$ cat src/rtl/oram_posmap_unit.sv
// oram_posmap_unit: block-to-leaf position map with lazy leaf assignment from a Galois LFSR.
module oram_posmap_unit #(
  parameter int          D         = 6,
  parameter logic [15:0] LFSR_SEED = 16'hACE1
) (
  input  logic         clk,
  input  logic         rst,
  input  logic         req_valid,
  output logic         req_ready,
  input  logic [D-1:0] req_block,
  input  logic         req_remap,
  output logic         rsp_valid,
  input  logic         rsp_ready,
  output logic [D-1:0] rsp_block,
  output logic [D-2:0] rsp_old_pos,
  output logic [D-2:0] rsp_new_pos,
  output logic         rsp_was_empty
);
  localparam int L = D - 1;
  localparam int N = 1 << D;
  typedef enum logic [1:0] {IDLE, LOOKUP, ASSIGN, RESP} state_t;
  state_t         r_state, w_next;
  logic [N-1:0]   r_valid;
  logic [L-1:0]   r_pos [N];
  logic [15:0]    r_lfsr, w_lfsr_step;
  logic [L-1:0]   w_draw, w_new, r_old, r_new;
  logic [D-1:0]   r_block;
  logic           r_remap, r_empty;
  assign w_lfsr_step = r_lfsr[0] ? ((r_lfsr >> 1) ^ 16'hB400) : (r_lfsr >> 1);
  assign w_draw      = r_lfsr[L-1:0];
  assign w_new       = r_remap ? w_draw : r_old;
  always_comb begin
    w_next = r_state;
    case (r_state)
      IDLE:    w_next = req_valid ? LOOKUP : IDLE;
      LOOKUP:  w_next = ASSIGN;
      ASSIGN:  w_next = RESP;
      default: w_next = rsp_ready ? IDLE : RESP;
    endcase
  end
  assign req_ready     = (r_state == IDLE);
  assign rsp_valid     = (r_state == RESP);
  assign rsp_block     = r_block;
  assign rsp_old_pos   = r_old;
  assign rsp_new_pos   = r_new;
  assign rsp_was_empty = r_empty;
  always_ff @(posedge clk) begin
    if (rst) begin
      r_state <= IDLE;
      r_valid <= '0;
      r_lfsr  <= LFSR_SEED;
      r_block <= '0;
      r_remap <= 1'b0;
      r_old   <= '0;
      r_new   <= '0;
      r_empty <= 1'b0;
    end else begin
      r_state <= w_next;
      if (r_state == IDLE && req_valid) begin
        r_block <= req_block;
        r_remap <= req_remap;
      end
      if (r_state == LOOKUP) begin
        r_empty <= !r_valid[r_block];
        r_old   <= r_valid[r_block] ? r_pos[r_block] : w_draw;
        if (!r_valid[r_block]) r_lfsr <= w_lfsr_step;
      end
      if (r_state == ASSIGN) begin
        r_new            <= w_new;
        r_valid[r_block] <= 1'b1;
        if (r_remap) r_lfsr <= w_lfsr_step;
      end
    end
  end
  // Leaf storage needs no reset: the valid bits gate every read.
  always_ff @(posedge clk) begin
    if (!rst && r_state == ASSIGN) r_pos[r_block] <= w_new;
  end
endmodule

$ cat config.mk
export PLATFORM = sky130hd
export DESIGN_NAME = oram_posmap_unit
export DESIGN_NICKNAME = d
export VERILOG_FILES = /design/src/rtl/oram_posmap_unit.sv
export SDC_FILE = /design/constraint.sdc
export NUM_CORES = 1
export LEC_CHECK = 0
export ABC_AREA = 1
export ABC_CLOCK_PERIOD_IN_PS = 8960
export CAP_MARGIN = 25
export CORE_MARGIN = 4
export CORE_UTILIZATION = 45
export DETAILED_ROUTE_END_ITERATION = 16
export PLACE_DENSITY_LB_ADDON = 0.05
export RECOVER_POWER = 50
export SYNTH_ARGS = -nofsm -noshare
export SYNTH_HDL_FRONTEND = slang
export SYNTH_SLANG_ARGS = --single-unit
$ cat constraint.sdc
create_clock -name clk -period 8.96 [get_ports clk]
set_input_delay 1.344 -clock clk [delete_from_list [all_inputs] [get_ports clk]]
set_output_delay 1.344 -clock clk [all_outputs]
set_load 0.005 [all_outputs]
==> qor.json <==
{
  "sta": {
    "final_critical_path_share_of_the_clock_period": 0.563,
    "grt_setup_unrepaired": "no",
    "timing.slew.headroom": -1.52,
    "final_period_minus_worst_setup_slack_ns": 5.04,
    "finalSetupViolations": 0,
    "timing.final.max_slew_violations": 417,
    "final.setup.tns_ns": 0,
    "finalClockSkew_ns": 0.0125,
    "finalHoldViolations": 0,
    "max_slew.worst_pin.slew_ns": 3.78,
    "timing.fmax_mhz": 198
  },
  "power": {
    "clock_power_share": 0.359,
    "static-leakage-power_uw": 0.00742,
    "combinationalPowerShare": 0.187,
    "swShare": 0.303,
    "power.density_mw_per_mm2": 265,
    "vdd.ir_drop.worst_uv": 162,
    "internal-power_uw": 3650,
    "sw_power_uw": 1590,
    "seq_power_share": 0.454,
    "fin_total_pwr_uw": 5230
  },
  "cts": {
    "post-cts-setup-buffer-count": 0,
    "cts_resized": 0,
    "cts_tree": "built",
    "max_root_sink_buffers": 3,
    "cts-hold-fix-buffers": 0,
    "clk_root_buffer_cell": "sky130_fd_sc_hd__clkbuf_16",
    "clock-sinks": 426,
    "clock_tree.htree_level_count": 2,
    "clock_latency_ns": 0.58,
    "cts-buffers-inserted": 46,
    "path_clk_slew_ns": 0.06
  },
  "hold_path": {
    "min_delay_path_class": "flip-flop to flip-flop"
  },
  "grt": {
    "grt_pass1_wl_um": 71000,
    "grt_max_degree": 101,
    "globalRoute.totalOverflow": 0,
    "grt_use_total": 0.218,
    "grt_pass1_vias": 12200,
    "antenna_found_initial": 0
  },
  "place": {
    "port_buffers": 29,
    "detailed_placer_s_ending_hpwl_um": 26300,
    "globalplace.congestion": 0.759
  },
  "layout": {
    "final_net_count": 1801,
    "synthToLayoutAreaGrowth_pct": 12.1,
    "antennaDiodeCount": 0,
    "drive_above_1_share": 0.0565,
    "filler_cell_count_in_the_final_layout": 3593
  },
  "floorplan": {
    "pin_count": 30,
    "fp.dieH_um": 206,
    "die_area_mm2": 0.0424,
    "floorplan.rows": 72,
    "placeable_area_mm2": 0.0386,
    "start_util": 0.456,
    "die_w_um": 206
  },
  "yosys": {
    "yosysSeqAreaShare": 0.666,
    "most_common_cell_in_the_synthesized_netlist": "sky130_fd_sc_hd__nand2_1",
    "ys_types": 28,
    "synth_ff_type": "sky130_fd_sc_hd__edfxtp_1",
    "yosys-top-cells-area": "sky130_fd_sc_hd__edfxtp_1 55%, sky130_fd_sc_hd__nand2_1 14%, sky130_fd_sc_hd__dfxtp_1 12%, sky130_fd_sc_hd__nand3_1 8.1%, sky130_fd_sc_hd__nor2_1 2.2%",
    "synth_area_leader_cell": "sky130_fd_sc_hd__edfxtp_1",
    "synth_register_bits": 426,
    "synth_async_sr_flop_share": 0,
    "number_of_synthesized_flops_with_an_enable_pin": 320,
    "synthesis.nets": 1814,
    "syn_area_mm2": 0.0176,
    "synth.top_cells.by_count": "656 x sky130_fd_sc_hd__nand2_1, 320 x sky130_fd_sc_hd__edfxtp_1, 285 x sky130_fd_sc_hd__nand3_1",
    "synthCells": 1799,
    "synthesis.area_per_instance_um2": 9.79,
    "synth.yosys.warnings": 0,
    "synth.top_cell.area_share": 0.545
  },
  "route": {
    "drt.antenna.violating_nets": 0,
    "detailedRoute.firstIterationViolations": 972,
    "length_of_the_first_detailed_routing_pass_in_iterations": 5,
    "routed_wire_length_per_instance_um": 19.6,
    "detail_route.drc_violations": 0,
    "vias": 12300,
    "totalWireLength_um": 45900,
    "via_per_inst": 5.27
  },
  "status": {
    "violations": "capacitance limit, slew limit",
    "run_status": "finished with violations"
  },
  "critical_path": {
    "end_kind": "flip-flop",
    "worstPathArrival_ns": 5.53,
    "worst-setup-path-type": "input pin to flip-flop",
    "cp_max_fo": 63,
    "crit_path_start_kind": "input pin",
    "cp.required_ns": 9.45
  },
  "job": {
    "drv.max_cap_violation_count": 7
  }
}
-- area by class of cell --
cell class / count / area [um2] / area share
sequential: 426 / 11700 / 0.594
multi-input combinational: 1193 / 5140 / 0.260
clock buffer: 60 / 1290 / 0.0651
tap: 518 / 648 / 0.0328
timing repair buffer: 53 / 477 / 0.0241
inverter: 66 / 250 / 0.0127
clock inverter: 25 / 208 / 0.0105
-- power by group through the flow --
stage | Clock [uW] | Combinational (uW) | Sequential, uW
after floorplan | 0 | 664 | 2350
after global placement | 0 | 995 | 2400
after detailed placement | 0 | 999 | 2400
after CTS | 1920 | 1000 | 2360
after global routing | 2000 | 1100 | 2390
final | 1880 | 981 | 2370
-- critical path: stages --
cell	delay, ns
sky130_fd_sc_hd__dlygate4sd3_1	0.53
sky130_fd_sc_hd__clkbuf_1	0.72
sky130_fd_sc_hd__clkinv_1	0.19
sky130_fd_sc_hd__clkbuf_1	2.06
sky130_fd_sc_hd__o21ai_0	0.34
sky130_fd_sc_hd__a21oi_1	0.28
-- per-layer routing --
layer / GRT usage / vias to the layer above / routed length, um
met4: 0.0542 / 0 / 882
met3: 0.0427 / 61 / 2620
met2: 0.350 / 282 / 21200
li1: - / 6044 / -
met5: 0 / - / 0
met1: 0.309 / 5939 / 21200
-- per-stage QoR --
stage          worst slack (ns)  instances  utilization  area, um2  hold slack [ns]
5_1_grt                    3.51       2341        0.511      19700            0.490
3_5_place_dp               4.86       2255        0.473      18300            0.446
6_report                   3.92       2341        0.511      19700            0.459
2_1_floorplan              5.98       1799            -      17600            0.428
4_1_cts                    5.32       2340        0.512      19800            0.461
3_3_place_gp               4.96       2254        0.472      18300            0.438
-- sequential cells by signal, indices dropped and copies added (netlist names), named ones only --
| signal | cells |
|---|---|
| r_lfsr | 16 |
| r_pos | 320 |
| r_remap | 1 |
| r_state | 2 |
| r_valid | 64 |
| rsp_block | 6 |
| rsp_new_pos | 5 |
| rsp_old_pos | 5 |
| rsp_was_empty | 1 |
-- placed cells by master, fill, tap and decap left out --
cell type	count
sky130_fd_sc_hd__nand2_1	656
sky130_fd_sc_hd__edfxtp_1	320
sky130_fd_sc_hd__nand3_1	285
sky130_fd_sc_hd__nor2_1	104
sky130_fd_sc_hd__dfxtp_1	104
sky130_fd_sc_hd__o21ai_0	75
sky130_fd_sc_hd__inv_1	59
sky130_fd_sc_hd__clkbuf_16	48
sky130_fd_sc_hd__clkdlybuf4s50_1	24
sky130_fd_sc_hd__clkbuf_1	17
sky130_fd_sc_hd__nand4_1	16
sky130_fd_sc_hd__a21oi_1	15
sky130_fd_sc_hd__o22ai_1	15
sky130_fd_sc_hd__clkinv_2	15
sky130_fd_sc_hd__buf_4	13
sky130_fd_sc_hd__nor3_1	8
sky130_fd_sc_hd__clkinv_1	5
sky130_fd_sc_hd__dlygate4sd3_1	5
sky130_fd_sc_hd__inv_2	4
sky130_fd_sc_hd__ha_1	4
sky130_fd_sc_hd__clkbuf_8	4
sky130_fd_sc_hd__xor2_1	3
sky130_fd_sc_hd__clkinvlp_4	3
sky130_fd_sc_hd__bufinv_16	3
sky130_fd_sc_hd__mux2_1	2
sky130_fd_sc_hd__o21ai_1	2
sky130_fd_sc_hd__nor2_2	2
sky130_fd_sc_hd__buf_16	2
sky130_fd_sc_hd__nor4_1	1
sky130_fd_sc_hd__a21oi_4	1
sky130_fd_sc_hd__nand3_2	1
sky130_fd_sc_hd__nand2_2	1
sky130_fd_sc_hd__o21bai_2	1
sky130_fd_sc_hd__inv_4	1
sky130_fd_sc_hd__or2_2	1
sky130_fd_sc_hd__dfxtp_4	1
sky130_fd_sc_hd__dfxtp_2	1
sky130_fd_sc_hd__inv_6	1
-- kinds of logic (layout without fill, tap and decap cells) --
group / after synthesis / in the layout / synth area share
and+or+nand+nor: 1075 / 1075 / 0.253
adders and majority gates: 4 / 4 / 0.00284
AOI/OAI and AO/OA: 109 / 109 / 0.0324
DFF: 426 / 426 / 0.666
buffers and inverters: 180 / 204 / 0.0430
muxes: 2 / 2 / 0.00128
xor gates and xnor gates: 3 / 3 / 0.00149
-- worst paths after layout --
| path | startpoint | end | slack [ns] | cells past startpoint |
|---|---|---|---|---|
| min | r_valid[37] | r_valid[37] | 0.46 | 2 |
| max | rst | rsp_block[4] | 3.92 | 6 |
| max reg2reg | r_remap | r_pos[50][3] | 4.51 | 3 |
| min reg2reg | r_valid[37] | r_valid[37] | 0.46 | 2 |
Note: power is estimated with default switching activity, not from simulation.
